==> config.mk <==
export PLATFORM = sky130hd
export DESIGN_NAME = ps2_host_rx
export DESIGN_NICKNAME = d
export VERILOG_FILES = /design/src/rtl/ps2_pkg.sv /design/src/rtl/ps2_line_filter.sv /design/src/rtl/ps2_host_rx.sv
export SDC_FILE = /design/constraint.sdc
export NUM_CORES = 1
export LEC_CHECK = 0
export CORE_MARGIN = 3
export CORE_UTILIZATION = 54
export CTS_CLUSTER_SIZE = 40
export DETAILED_ROUTE_END_ITERATION = 7
export PLACE_DENSITY = 0.88
export SYNTH_ARGS = -nofsm -noshare
export SYNTH_HDL_FRONTEND = slang
export SYNTH_SLANG_ARGS = --single-unit
export TNS_END_PERCENT = 10
==> constraint.sdc <==
create_clock -name Clk -period 2.45 [get_ports Clk]
set_clock_uncertainty 0.2 [all_clocks]
set_input_delay 0.49 -clock Clk [delete_from_list [all_inputs] [get_ports Clk]]
set_output_delay 0.49 -clock Clk [all_outputs]
set_load 0.005 [all_outputs]
==> src/rtl/ps2_pkg.sv <==
// PS/2 shared definitions: receiver state encoding, frame geometry and
// default timing parameters used by the host-side PS/2 port blocks.
package ps2_pkg;

    localparam int PS2_DATA_BITS       = 8;
    localparam int PS2_FRAME_BITS      = 11;      // start + 8 data + parity + stop
    localparam int PS2_FILTER_LEN_DEF  = 8;
    localparam int PS2_TIMEOUT_CYC_DEF = 100000;  // 2 ms at 50 MHz
    localparam int PS2_TMO_W           = 17;

    typedef enum logic [1:0] {
        RX_IDLE   = 2'd0,
        RX_DATA   = 2'd1,
        RX_PARITY = 2'd2,
        RX_STOP   = 2'd3
    } rx_state_t;

    // Odd parity holds when data plus parity bit carry an odd number of ones.
    function automatic logic odd_parity_ok(input logic [PS2_DATA_BITS-1:0] d, input logic p);
        return ^{d, p};
    endfunction

endpackage

==> src/rtl/ps2_line_filter.sv <==
// PS/2 line conditioner: 2-FF synchroniser, FILTER_LEN-sample debounce and a
// one-Clk strobe on each filtered 1->0 transition. The line idles high, so
// every register resets to 1 except the counter and the strobe.
module ps2_line_filter #(
    parameter int FILTER_LEN = 8
) (
    input  logic Clk,
    input  logic Reset,
    input  logic i_line,
    output logic o_fall
);

    localparam int CW = $clog2(FILTER_LEN + 1);

    logic          r_sync1;
    logic          r_sync2;
    logic          r_level;
    logic          r_fall;
    logic [CW-1:0] r_cnt;
    logic          w_differs;
    logic          w_flip;

    assign w_differs = (r_sync2 != r_level);
    assign w_flip    = w_differs && (r_cnt == CW'(FILTER_LEN - 1));
    assign o_fall    = r_fall;

    // Bring the asynchronous pad into the Clk domain.
    // NOTE: sequential state uses non-blocking assignments so every flop samples pre-edge values.
    always_ff @(posedge Clk or posedge Reset) begin
        if (Reset) begin
            r_sync1 <= 1'b1;
            r_sync2 <= 1'b1;
        end else begin
            r_sync1 <= i_line;
            r_sync2 <= r_sync1;
        end
    end

    // Flip the filtered level only after FILTER_LEN consecutive differing samples.
    always_ff @(posedge Clk or posedge Reset) begin
        if (Reset) begin
            r_level <= 1'b1;
            r_cnt   <= '0;
            r_fall  <= 1'b0;
        end else begin
            r_fall <= w_flip && r_level;
            if (w_flip) begin
                r_level <= ~r_level;
                r_cnt   <= '0;
            end else if (w_differs) begin
                r_cnt <= r_cnt + CW'(1);
            end else begin
                r_cnt <= '0;
            end
        end
    end

endmodule

==> src/rtl/ps2_host_rx.sv <==
// PS/2 host receiver: deserialises device-to-host frames (start, 8 data bits
// LSB first, odd parity, stop) and reports each frame as exactly one pulse on
// Valid, ParityErr or FrameErr. Never drives the bus.
// Optional inter-edge timeout: define PS2_RX_TIMEOUT_EN.
module ps2_host_rx
    import ps2_pkg::*;
#(
    parameter int FILTER_LEN  = PS2_FILTER_LEN_DEF,
    parameter int TIMEOUT_CYC = PS2_TIMEOUT_CYC_DEF
) (
    input  logic       Clk,
    input  logic       Reset,
    input  logic       PS2Clk,
    input  logic       PS2Data,
    input  logic       Enable,
    output logic [7:0] DataOut,
    output logic       Valid,
    output logic       ParityErr,
    output logic       FrameErr,
    output logic       Busy
);

    if (FILTER_LEN < 2 || FILTER_LEN > 16) begin : g_bad_filter_len
        $error("ps2_host_rx: FILTER_LEN must be in 2..16");
    end
    if (TIMEOUT_CYC < 2 || TIMEOUT_CYC >= (1 << PS2_TMO_W)) begin : g_bad_timeout
        $error("ps2_host_rx: TIMEOUT_CYC must fit the timeout counter");
    end

    rx_state_t                 r_state, w_state_next;
    logic [2:0]                r_cnt, w_cnt_next;
    logic [PS2_DATA_BITS-1:0]  r_shreg, w_shreg_next;
    logic                      r_par, w_par_next;
    logic [PS2_DATA_BITS-1:0]  r_dout, w_dout_next;
    logic                      r_valid, w_valid_next;
    logic                      r_perr, w_perr_next;
    logic                      r_ferr, w_ferr_next;
    logic                      r_data_s1, r_data_s2;
    logic                      w_fall;

    ps2_line_filter #(.FILTER_LEN(FILTER_LEN)) u_clk_filter (
        .Clk    (Clk),
        .Reset  (Reset),
        .i_line (PS2Clk),
        .o_fall (w_fall)
    );

    // Data line is only synchronised: it is sampled on the filtered clock edge.
    always_ff @(posedge Clk or posedge Reset) begin
        if (Reset) begin
            r_data_s1 <= 1'b1;
            r_data_s2 <= 1'b1;
        end else begin
            r_data_s1 <= PS2Data;
            r_data_s2 <= r_data_s1;
        end
    end

`ifdef PS2_RX_TIMEOUT_EN
    logic [PS2_TMO_W-1:0] r_tmo;
    logic                 w_tmo_hit;

    assign w_tmo_hit = (r_state != RX_IDLE) && (r_tmo == PS2_TMO_W'(TIMEOUT_CYC - 1));

    // Inter-edge watchdog: restarts on every fall and while idle.
    always_ff @(posedge Clk or posedge Reset) begin
        if (Reset) begin
            r_tmo <= '0;
        end else if (r_state == RX_IDLE || w_fall) begin
            r_tmo <= '0;
        end else begin
            r_tmo <= r_tmo + PS2_TMO_W'(1);
        end
    end
`endif

    // Next-state and result logic; Enable low overrides any edge activity.
    // NOTE: every signal gets its default first so no path leaves one unassigned (no latches).
    always_comb begin
        w_state_next = r_state;
        w_cnt_next   = r_cnt;
        w_shreg_next = r_shreg;
        w_par_next   = r_par;
        w_dout_next  = r_dout;
        w_valid_next = 1'b0;
        w_perr_next  = 1'b0;
        w_ferr_next  = 1'b0;
        if (!Enable) begin
            w_state_next = RX_IDLE;
            w_cnt_next   = '0;
        end else if (w_fall) begin
            unique case (r_state)
                RX_IDLE: begin
                    if (!r_data_s2) begin
                        w_state_next = RX_DATA;
                        w_cnt_next   = '0;
                    end
                end
                RX_DATA: begin
                    w_shreg_next = {r_data_s2, r_shreg[PS2_DATA_BITS-1:1]};
                    w_cnt_next   = r_cnt + 3'd1;
                    if (r_cnt == 3'(PS2_DATA_BITS - 1)) begin
                        w_state_next = RX_PARITY;
                    end
                end
                RX_PARITY: begin
                    w_par_next   = r_data_s2;
                    w_state_next = RX_STOP;
                end
                RX_STOP: begin
                    w_state_next = RX_IDLE;
                    w_cnt_next   = '0;
                    if (!r_data_s2) begin
                        w_ferr_next = 1'b1;
                    end else if (!odd_parity_ok(r_shreg, r_par)) begin
                        w_perr_next = 1'b1;
                    end else begin
                        w_dout_next  = r_shreg;
                        w_valid_next = 1'b1;
                    end
                end
            endcase
        end
`ifdef PS2_RX_TIMEOUT_EN
        else if (w_tmo_hit) begin
            w_state_next = RX_IDLE;
            w_cnt_next   = '0;
            w_ferr_next  = 1'b1;
        end
`endif
    end

    // Receiver state, shift register and registered result pulses.
    always_ff @(posedge Clk or posedge Reset) begin
        if (Reset) begin
            r_state <= RX_IDLE;
            r_cnt   <= '0;
            r_shreg <= '0;
            r_par   <= 1'b0;
            r_dout  <= '0;
            r_valid <= 1'b0;
            r_perr  <= 1'b0;
            r_ferr  <= 1'b0;
        end else begin
            r_state <= w_state_next;
            r_cnt   <= w_cnt_next;
            r_shreg <= w_shreg_next;
            r_par   <= w_par_next;
            r_dout  <= w_dout_next;
            r_valid <= w_valid_next;
            r_perr  <= w_perr_next;
            r_ferr  <= w_ferr_next;
        end
    end

    assign DataOut   = r_dout;
    assign Valid     = r_valid;
    assign ParityErr = r_perr;
    assign FrameErr  = r_ferr;
    assign Busy      = (r_state != RX_IDLE);

endmodule

==> qor.csv, run 1 <==
metric,value,unit
via count,923,
reg2reg end,DataOut[1]$_DFFE_PP0P_,
top cell family by delay on the critical path,multiplexers,
M2 GR Usage,26.2,%
r2r setup slk,0.20,ns
Adder-Cell Fraction of Synth Area,6.58,%
final setup vio count,0,
maximum buffer depth of the clock tree,2,
drt first pass iters,4,
critical path capture point type,flip-flop,
vias per cell,5.24,
gr usage total,16.4,%
Post-Route WL,2.34,mm
slowest stage cell on the critical path,dfrtp_1,
Crit Path Class,reg -> reg,
power density over cell area,568,nW/µm²
global-route wire length before repair,4.24,mm
"Avg Cell Area, Syn",12.6,µm²
initial antenna violation count,0,
crit path DAT,2.26,ns
clock-pin slew on the worst setup and hold paths,0.10,ns
"Area growth, synth to finish",17.0,%
Post-Synth XOR/XNOR Area,6.83,%
Synth async-reset ratio,100,%
Final Net Count,158,
vias in the first global route,953,
post-synth cell types,24,
worst setup path startpoint,r_shreg[6]$_DFFE_PP0P_,
initial core utilization,59.3,%
hold endpoint,u_clk_filter.r_sync2$_DFF_PP1_,
grt total ovfl,0,
Slew @ Worst Pin,0.466,ns
total CTS buffers,5,
routed len/inst,13.3,µm
Synth Register Bits,35,
post_cts resized,0,
Total Die Area,3490,µm²
register area share after synthesis,58.0,%
outcome,"finished, final reports clean",
setup TNS,0,ns
H-tree Lvls,2,
unrepaired setup endpoints after global routing,false,
CTS tree,built,
Synth Area in Simple Gates,8.72,%
GRT Max-Usage Layer,met2,
Top Ports,17,
multi-input gate area in the final layout,602,µm²
reg2reg path depth,5,
Final Wtd Congestion,0.772,
fmax,443,MHz
met3 usage,5.88,%
Critical Path Max Stage Delay,0.43,ns
drc violations,0,
hpwl dp,1.74,mm
max-slew violations,0,
antenna diode count,0,
worst skew pair latency,0.31,ns
root buffer cell,clkbuf_4,
synthesized net count,134,
number of filler cells placed in the layout,196,
max_cap viols,0,
crit-path max FO,8,
worst r2r src,r_shreg[6]$_DFFE_PP0P_,
area of the mapped netlist,1520,µm²
CTS Hold Buffers Added,0,
final hold violations,0,
hold_sp,u_clk_filter.r_sync1$_DFF_PP1_,
largest family of logic cells by synthesized area,multiplexers,
Die W,59.1,µm
Worst EP required,2.46,ns
Pleak,0.000826,µW
Most used DFF post-synth,dfrtp_1,
antenna-violating nets left,0,
minimum clock period,2.25,ns
share of layout cells above drive strength 1,19.9,%
relative max-transition margin,68.6,%
worst hold slack,0.163,ns
Worst Hold Class,reg -> reg,
Max VDD drop,0.653,mV
Die Ht,59.1,µm
number of port buffers,16,
post-synthesis mux area share,11.8,%
M1 GR Usage,21.1,%
largest net degree at the start of global routing,36,
standard-cell row count,18,
yosys warns,0,
critical-path cell list,xnor2_1 -> xnor2_1 -> xnor2_2 -> mux2i_4 -> mux2_2,
TritonCTS Sinks,35,
Synth Area in Compound Gates,5.59,%
worst hold path cell count,0,
Post-CTS Setup Repair Bufs,0,
Reg area,882,µm²
number of flops mapped to enable cells by yosys,0,
core footprint,2570,µm²
period utilization,92.0,%
buffers plus inverters on the worst setup path,0,
Starting DRT DRC Count,28,
Syn Inst Count,121,
CP most frequent cell,xnor2_1,
startpoint types,flip-flop,
## state kept, by name, indices dropped and copies added (netlist names), 2 cells and up
register and cells:
u_clk_filter.r_cnt 4, r_cnt 3, r_state 2, r_shreg 8
DataOut 8
## worst reg2reg max path, delay by kind of cell, from the launching register on
kind	cells	cell delay, ns
XOR/XNOR	3	0.70
multiplexers	2	0.82
flip-flops	1	0.43
## cell families (layout without fill, tap and decap cells)
| kind of cell | after synthesis | in the layout |
|---|---|---|
| compound gates | 14 | 14 |
| mux | 15 | 15 |
| xor+xnor | 11 | 11 |
| simple gates | 28 | 28 |
| flops | 35 | 35 |
| buf+inv | 10 | 35 |
| fa+ha+maj | 8 | 8 |
## how the worst max path moves through the flow
| stage | endpoint | slack (ns) | cells past startpoint |
|---|---|---|---|
| floorplan | DataOut[0]$_DFFE_PP0P_ | 0.40 | 5 |
| global placement | DataOut[6]$_DFFE_PP0P_ | 0.11 | 6 |
| detailed placement | DataOut[1]$_DFFE_PP0P_ | 0.06 | 6 |
| CTS | DataOut[1]$_DFFE_PP0P_ | 0.17 | 5 |
| global route | DataOut[1]$_DFFE_PP0P_ | 0.03 | 5 |
| finish | DataOut[1]$_DFFE_PP0P_ | 0.20 | 5 |
## cells in the mapped netlist (2+ instances only)
cell type / number / area, µm²
ha_1: 8 / 100
nand3_1: 4 / 20.0
o21ai_0: 9 / 45.0
mux2_2: 14 / 158
nand2_1: 9 / 33.8
dfstp_2: 5 / 131
a32oi_1: 2 / 17.5
nor2b_1: 2 / 12.5
inv_1: 9 / 33.8
nor2_1: 7 / 26.3
xnor2_1: 9 / 78.8
and2_1: 2 / 12.5
dfrtp_1: 30 / 751
## placed cells by master, fill, tap and decap left out
| master | Yosys | layout |
|---|---|---|
| nand3b_1 | 1 | 1 |
| mux2_2 | 14 | 14 |
| buf_4 | 0 | 2 |
| o311a_1 | 1 | 1 |
| clkdlybuf4s50_1 | 0 | 16 |
| nor2b_1 | 2 | 2 |
| dfstp_2 | 5 | 5 |
| inv_1 | 9 | 9 |
| mux2i_4 | 1 | 1 |
| and2_1 | 2 | 2 |
| dfrtp_1 | 30 | 30 |
| clkinv_2 | 0 | 1 |
| xnor2_1 | 9 | 9 |
| nand2_1 | 9 | 9 |
| a21oi_1 | 1 | 1 |
| ha_1 | 8 | 8 |
| xor2_1 | 1 | 1 |
| nand3_1 | 4 | 4 |
| nor2_1 | 7 | 7 |
| clkbuf_1 | 1 | 2 |
| nand2b_1 | 1 | 1 |
| xnor2_2 | 1 | 1 |
| a32oi_1 | 2 | 2 |
| nand4_1 | 1 | 1 |
| a21boi_0 | 1 | 1 |
| clkbuf_4 | 0 | 5 |
| nor3b_1 | 1 | 1 |
| o21ai_0 | 9 | 9 |
## report_power, final
group,internal (µW),leakage (µW),switching (µW)
clock network,112,0.0000293,173
logic,42.9,0.000327,45.3
registers,615,0.000469,23.0
total,770,0.000826,241
## routing by layer
metal  part of all wire (%)  routed length, µm
met5                      0                  0
met4                   0.90                 21
met3                    3.8                 89
met2                     51               1180
met1                     45               1050
## through the flow
step | setup slack, ns | utilization (%) | cells | cell area (µm²) | total power, µW
2_1_floorplan | 0.397 | - | 121 | 1520 | 709
3_3_place_gp | 0.109 | 67.4 | 168 | 1730 | 728
3_5_place_dp | 0.0560 | 67.4 | 168 | 1730 | 739
4_1_cts | 0.169 | 69.3 | 176 | 1780 | 1030
5_1_grt | 0.0323 | 69.3 | 176 | 1780 | 1070
6_report | 0.195 | 69.3 | 176 | 1780 | 1010
## final cells by class
class                   count  area share (%)
flip-flops and latches     35            49.5
multi-input cells          76            33.8
repair buffers             18            9.84
clock buffers               7            2.53
well taps                  30            2.11
inverters                   9            1.90
clock inverters             1           0.281
No activity file was read; power rests on OpenSTA's default activity.
==> run 2, diff against run 1 <==
--- a/config.mk
+++ b/config.mk
@@ -9,6 +9,7 @@
 export CORE_UTILIZATION = 54
 export CTS_CLUSTER_SIZE = 40
 export DETAILED_ROUTE_END_ITERATION = 7
+export GPL_TIMING_DRIVEN = 0
 export PLACE_DENSITY = 0.88
 export SYNTH_ARGS = -nofsm -noshare
 export SYNTH_HDL_FRONTEND = slang
==> run 2 against run 1 <==
Effect of this change: flip-flop and latch count stayed put; sequential share of layout area down 0.45 points; largest power group unchanged; final cell count down 0.57%; sequential power is 0.6% higher; total power rose by 3.8%; hold slack worse by 0.0020 ns.
==> qor.csv, run 2 (synthesized netlist as in run 1, its figures left out) <==
metric,value,unit,change
outcome,"finished, final reports clean",,unchanged
unrepaired setup endpoints after global routing,false,,unchanged
Post-Route WL,2.43,mm,was 2.34 mm
Final Cell Area,1800,µm²,was 1780 µm²
net switching power of the design,251,µW,was 241 µW
final setup vio count,0,,unchanged
final hold violations,0,,unchanged
antenna-violating nets left,0,,unchanged
Critical Path Max Stage Delay,0.49,ns,was 0.43 ns
Slew @ Worst Pin,0.515,ns,was 0.466 ns
share of layout cells above drive strength 1,20.0,%,was 19.9%
crit-path max FO,4,,was 8
vias per cell,5.38,,was 5.24
setup TNS,0,ns,unchanged
routed len/inst,13.9,µm,was 13.3 µm
CP most frequent cell,inv_1,,was xnor2_1
clock-pin slew on the worst setup and hold paths,0.10,ns,about the same
critical path capture point type,primary output,,was flip-flop
"commonest non-fill, non-tap cells in the layout","dfrtp_1 (30), clkdlybuf4s50_1 (15), mux2_2 (14)",,"was dfrtp_1 (30), clkdlybuf4s50_1 (16), mux2_2 (14)"
Worst EP required,1.76,ns,was 2.46 ns
Top Ports,17,,unchanged
Final Net Count,157,,was 158
CTS tree,built,,unchanged
largest net degree at the start of global routing,36,,unchanged
power density over cell area,584,nW/µm²,was 568 nW/µm²
Cells after DPL,166,,was 168
multi-input gate area in the final layout,602,µm²,unchanged
max_cap viols,0,,unchanged
Pleak,0.000832,µW,was 0.000826 µW
CTS Hold Buffers Added,0,,unchanged
initial core utilization,59.3,%,unchanged
part of the power in registers,61.2,%,was 63.1%
number of port buffers,15,,was 16
number of filler cells placed in the layout,182,,was 196
Worst Hold Class,reg -> reg,,unchanged
top cell family by delay on the critical path,buffers and inverters,,was multiplexers
reg2reg end,DataOut[6]$_DFFE_PP0P_,,was DataOut[1]$_DFFE_PP0P_
Die Ht,59.1,µm,unchanged
TritonCTS Sinks,35,,unchanged
post_cts resized,0,,unchanged
minimum clock period,2.28,ns,was 2.25 ns
worst r2r src,r_shreg[6]$_DFFE_PP0P_,,unchanged
critical-path cell list,inv_1 -> ha_1 -> inv_1 -> clkdlybuf4s50_1,,was xnor2_1 -> xnor2_1 -> xnor2_2 -> mux2i_4 -> mux2_2
Layout Cells excl Fill,175,,was 176
Final Wtd Congestion,0.768,,was 0.772
total CTS buffers,5,,unchanged
fmax,438,MHz,was 443 MHz
buffers plus inverters on the worst setup path,3,,was 0
hold endpoint,u_clk_filter.r_sync2$_DFF_PP1_,,unchanged
relative max-transition margin,65.3,%,was 68.6%
gr usage total,16.8,%,was 16.4%
worst skew pair latency,0.33,ns,was 0.31 ns
Post-CTS Setup Repair Bufs,0,,unchanged
r2r setup slk,0.20,ns,about the same
Total Die Area,3490,µm²,unchanged
worst hold path cell count,0,,unchanged
hpwl dp,1.82,mm,was 1.74 mm
root buffer cell,clkbuf_4,,unchanged
"Area growth, synth to finish",18.1,%,was 17.0%
crit path DAT,1.59,ns,was 2.26 ns
maximum buffer depth of the clock tree,2,,unchanged
reg2reg path depth,5,,unchanged
period utilization,93.1,%,was 92.0%
Max VDD drop,0.466,mV,was 0.653 mV
CP Depth,4,,was 5
standard-cell row count,18,,unchanged
startpoint types,flip-flop,,unchanged
placed inst area,1710,µm²,was 1730 µm²
H-tree Lvls,2,,unchanged
"commonest non-fill, non-tap cell in the layout",dfrtp_1,,unchanged
Crit Path Class,reg -> out,,was reg -> reg
hold_sp,u_clk_filter.r_sync1$_DFF_PP1_,,unchanged
internal power,799,µW,was 770 µW
via count,941,,was 923
antenna diode count,0,,unchanged
max-slew violations,0,,unchanged
global-route wire length before repair,4.20,mm,was 4.24 mm
initial antenna violation count,0,,unchanged
power share of the clock group,30.3,%,was 28.2%
Die W,59.1,µm,unchanged
Net Sw Frac,23.9,%,was 23.8%
vias in the first global route,969,,was 953
Reg area,882,µm²,unchanged
Starting DRT DRC Count,29,,was 28
core footprint,2570,µm²,unchanged
drc violations,0,,unchanged
total power,1050,µW,was 1010 µW
grt total ovfl,0,,unchanged
Logic pwr share,8.5,%,was 8.7%
drt first pass iters,4,,unchanged
slowest stage cell on the critical path,clkdlybuf4s50_1,,was dfrtp_1
-- run 2: cell type report --
type                            count  share of cell area (%)
Buffer                              1                   0.209
Clock buffer                        7                    3.06
Clock inverter                      1                   0.279
Inverter                            9                    1.88
Multi-Input combinational cell     76                    33.5
Sequential cell                    35                    49.1
Tap cell                           30                    2.09
Timing Repair Buffer               16                    9.89
-- run 2: how the worst max path moves through the flow --
stage | start | endpoint
after floorplan | r_shreg[6]$_DFFE_PP0P_ | DataOut[0]$_DFFE_PP0P_
after global placement | Enable | DataOut[3]$_DFFE_PP0P_
after detailed placement | Enable | DataOut[6]$_DFFE_PP0P_
final | r_state[0]$_DFFE_PP0P_ | Busy
after global routing | r_shreg[6]$_DFFE_PP0P_ | DataOut[3]$_DFFE_PP0P_
after CTS | r_state[0]$_DFFE_PP0P_ | Busy
-- run 2: stage by stage --
stage               setup slack (ns)  hold slack [ns]  utilization, %
floorplan                      0.397            0.145               -
global placement               0.244            0.147            66.6
detailed placement             0.179            0.149            66.6
CTS                            0.143            0.163            68.9
global route                  0.0700            0.165            70.0
finish                         0.168            0.162            70.0
-- run 2: power groups by stage --
stage | sequential, µW | combinational (µW) | clock, µW
2_1_floorplan | 643 | 65.8 | 0
3_3_place_gp | 646 | 78.3 | 0
3_5_place_dp | 654 | 85.1 | 0
4_1_cts | 642 | 86.0 | 330
5_1_grt | 646 | 105 | 352
6_report | 642 | 88.9 | 318
-- run 2: per-layer routing --
metal  GRT usage, %  wire length [µm]  vias to the layer above  share of wire (%)
met5              0                 0                        -                  0
met4           8.09                47                        0                1.9
li1               -                 -                      450                  -
met3           6.54               108                        7                4.4
met1           18.5              1010                      468                 42
met2           28.2              1260                       16                 52
==> patch (config.mk and constraints of run 1) <==
Add a define of `PS2_RX_TIMEOUT_EN`.
--- a/src/rtl/ps2_host_rx.sv
+++ b/src/rtl/ps2_host_rx.sv
@@ -2,6 +2,8 @@
 // LSB first, odd parity, stop) and reports each frame as exactly one pulse on
 // Valid, ParityErr or FrameErr. Never drives the bus.
 // Optional inter-edge timeout: define PS2_RX_TIMEOUT_EN.
+`define PS2_RX_TIMEOUT_EN
+
 module ps2_host_rx
     import ps2_pkg::*;
 #(
Behaviour: same outputs for any inputs over 10 cycles, from zero or initial values and one cycle with Reset high; that may be too few to reach the edited logic, so the function may still have changed.
==> patch against run 1 <==
  * Routed wire length grew 77%
  * Sequential cell count grew 17
  * Combinational power grew 10%
  * Setup slack is essentially flat
  * Synthesized area grew 57%
  * Cell area grew 55%
  * Utilization shrank 2.7 points
  * Maximum frequency is essentially flat
  * Power grew 51%
  * Largest power group unchanged
  * Highest routed layer unchanged
==> patch: results (changes against run 1) <==
Crit. Startpoint r_shreg[2]$_DFFE_PP0P_; Seq/Total Area, Yosys 0.5474 (-0.03236); Cell Area, Placed 2654 sq um (+53%); CP peak stage delay 450 ps (+20 ps); CP max-delay cell mux2i_4; M1 wire length 1923 um (+84%); Worst R2R Setup Slack 190 ps (about the same); H-tree levels 2 (unchanged); synth top area cells dfrtp_1 (49%), mux2_2 (9.4%), dfstp_2 (5.5%); met2 usage 0.2831 (+0.02128); worst r2r dst DataOut[1]$_DFFE_PP0P_; met3 WL post-DR 144 um (+62%); worst-margin pin slew 423.8 ps (-42.25 ps); dpl hpwl 2795 um (+61%); wire per inst 14.46 um (+8.8%); Layout Nets 248 (+57%); Root Buffer clkbuf_8; adder-cell share of the synthesized area 0.04191 (-0.02388); Post-Synth XOR/XNOR Area 0.09115 (+0.02289); Synth Area in Compound Gates 0.04243 (-0.01349); filler instances 330 (+68%); Worst VDD drop 494.1 uV (-24%); post-place setup slack 46.95 ps (-9.057 ps); Syn Area/Cell 11.37 sq um (-9.5%); fraction of layout cells with a size suffix above 1 0.1949 (-0.003715); Pleak 1.238 nW (+50%); fin crit period 2255 ps (+0.3940 ps); dpl cells 277 (+65%); first-pass GRT wire length 7093 um (+67%); Unique masters post-synth 31 (+29%); largest net degree at the start of global routing 53 (+47%); Synth Net Count 223 (+66%); GRT Resource Usage Total 0.1777 (+0.01347); average vias per placed instance 5.420 (+3.3%); routing usage on met3 0.05402 (-0.004807); initial drt markers 87 (+210%); Top reg by flops r_tmo; mux contribution to synthesized area 0.1037 (-0.01470); GRT met1 Usage 0.2308 (+0.01994); outcome completed; vias in the first global route 1557 (+63%); WL final 4136 um (+77%); CP Max Fanout 8 (unchanged)
-- patch: changes by cell type after synthesis, moves of 4 or more --
cell / change
o21ai_0: -4
dfrtp_1: +17
xor2_1: +10
clkbuf_1: +5
nand3_1: +5
nand4_1: +5
a21oi_1: +5
mux2_2: +6
nor2_1: +18
-- patch: worst min path at each step --
stage	slack, ps	end	from	cells after the start
after floorplan	150	r_data_s2$_DFF_PP1_	r_data_s1$_DFF_PP1_	0
after global placement	150	u_clk_filter.r_sync2$_DFF_PP1_	u_clk_filter.r_sync1$_DFF_PP1_	0
after detailed placement	150	r_data_s2$_DFF_PP1_	r_data_s1$_DFF_PP1_	0
after CTS	160	r_data_s2$_DFF_PP1_	r_data_s1$_DFF_PP1_	0
after global routing	170	r_data_s2$_DFF_PP1_	r_data_s1$_DFF_PP1_	0
final	160	r_data_s2$_DFF_PP1_	r_data_s1$_DFF_PP1_	0
-- patch: what timing repair did --
action / CTS / global route
setup buffers: 1 / 0
resized for setup: 0 / 3
setup endpoints to repair: 1 / 4
hold buffers: 0 / 0
pin swaps: 0 / 0
-- patch: layout make-up --
| type | instances | area [sq um] | share of cell area |
|---|---|---|---|
| clock buffer | 7 | 86.33 | 0.03125 |
| clock inverter | 1 | 7.507 | 0.002717 |
| inverter | 10 | 37.54 | 0.01359 |
| multi-input combinational | 142 | 1026 | 0.3714 |
| sequential | 52 | 1308 | 0.4733 |
| tap | 50 | 62.56 | 0.02264 |
| timing repair buffer | 24 | 235.2 | 0.08515 |
-- patch: power breakdown --
part           leakage [nW]  switching [mW]  internal [mW]  total (mW)
logic                 0.486          0.0500         0.0471      0.0970
clock network        0.0445           0.283          0.230       0.513
registers             0.707          0.0250          0.895       0.920
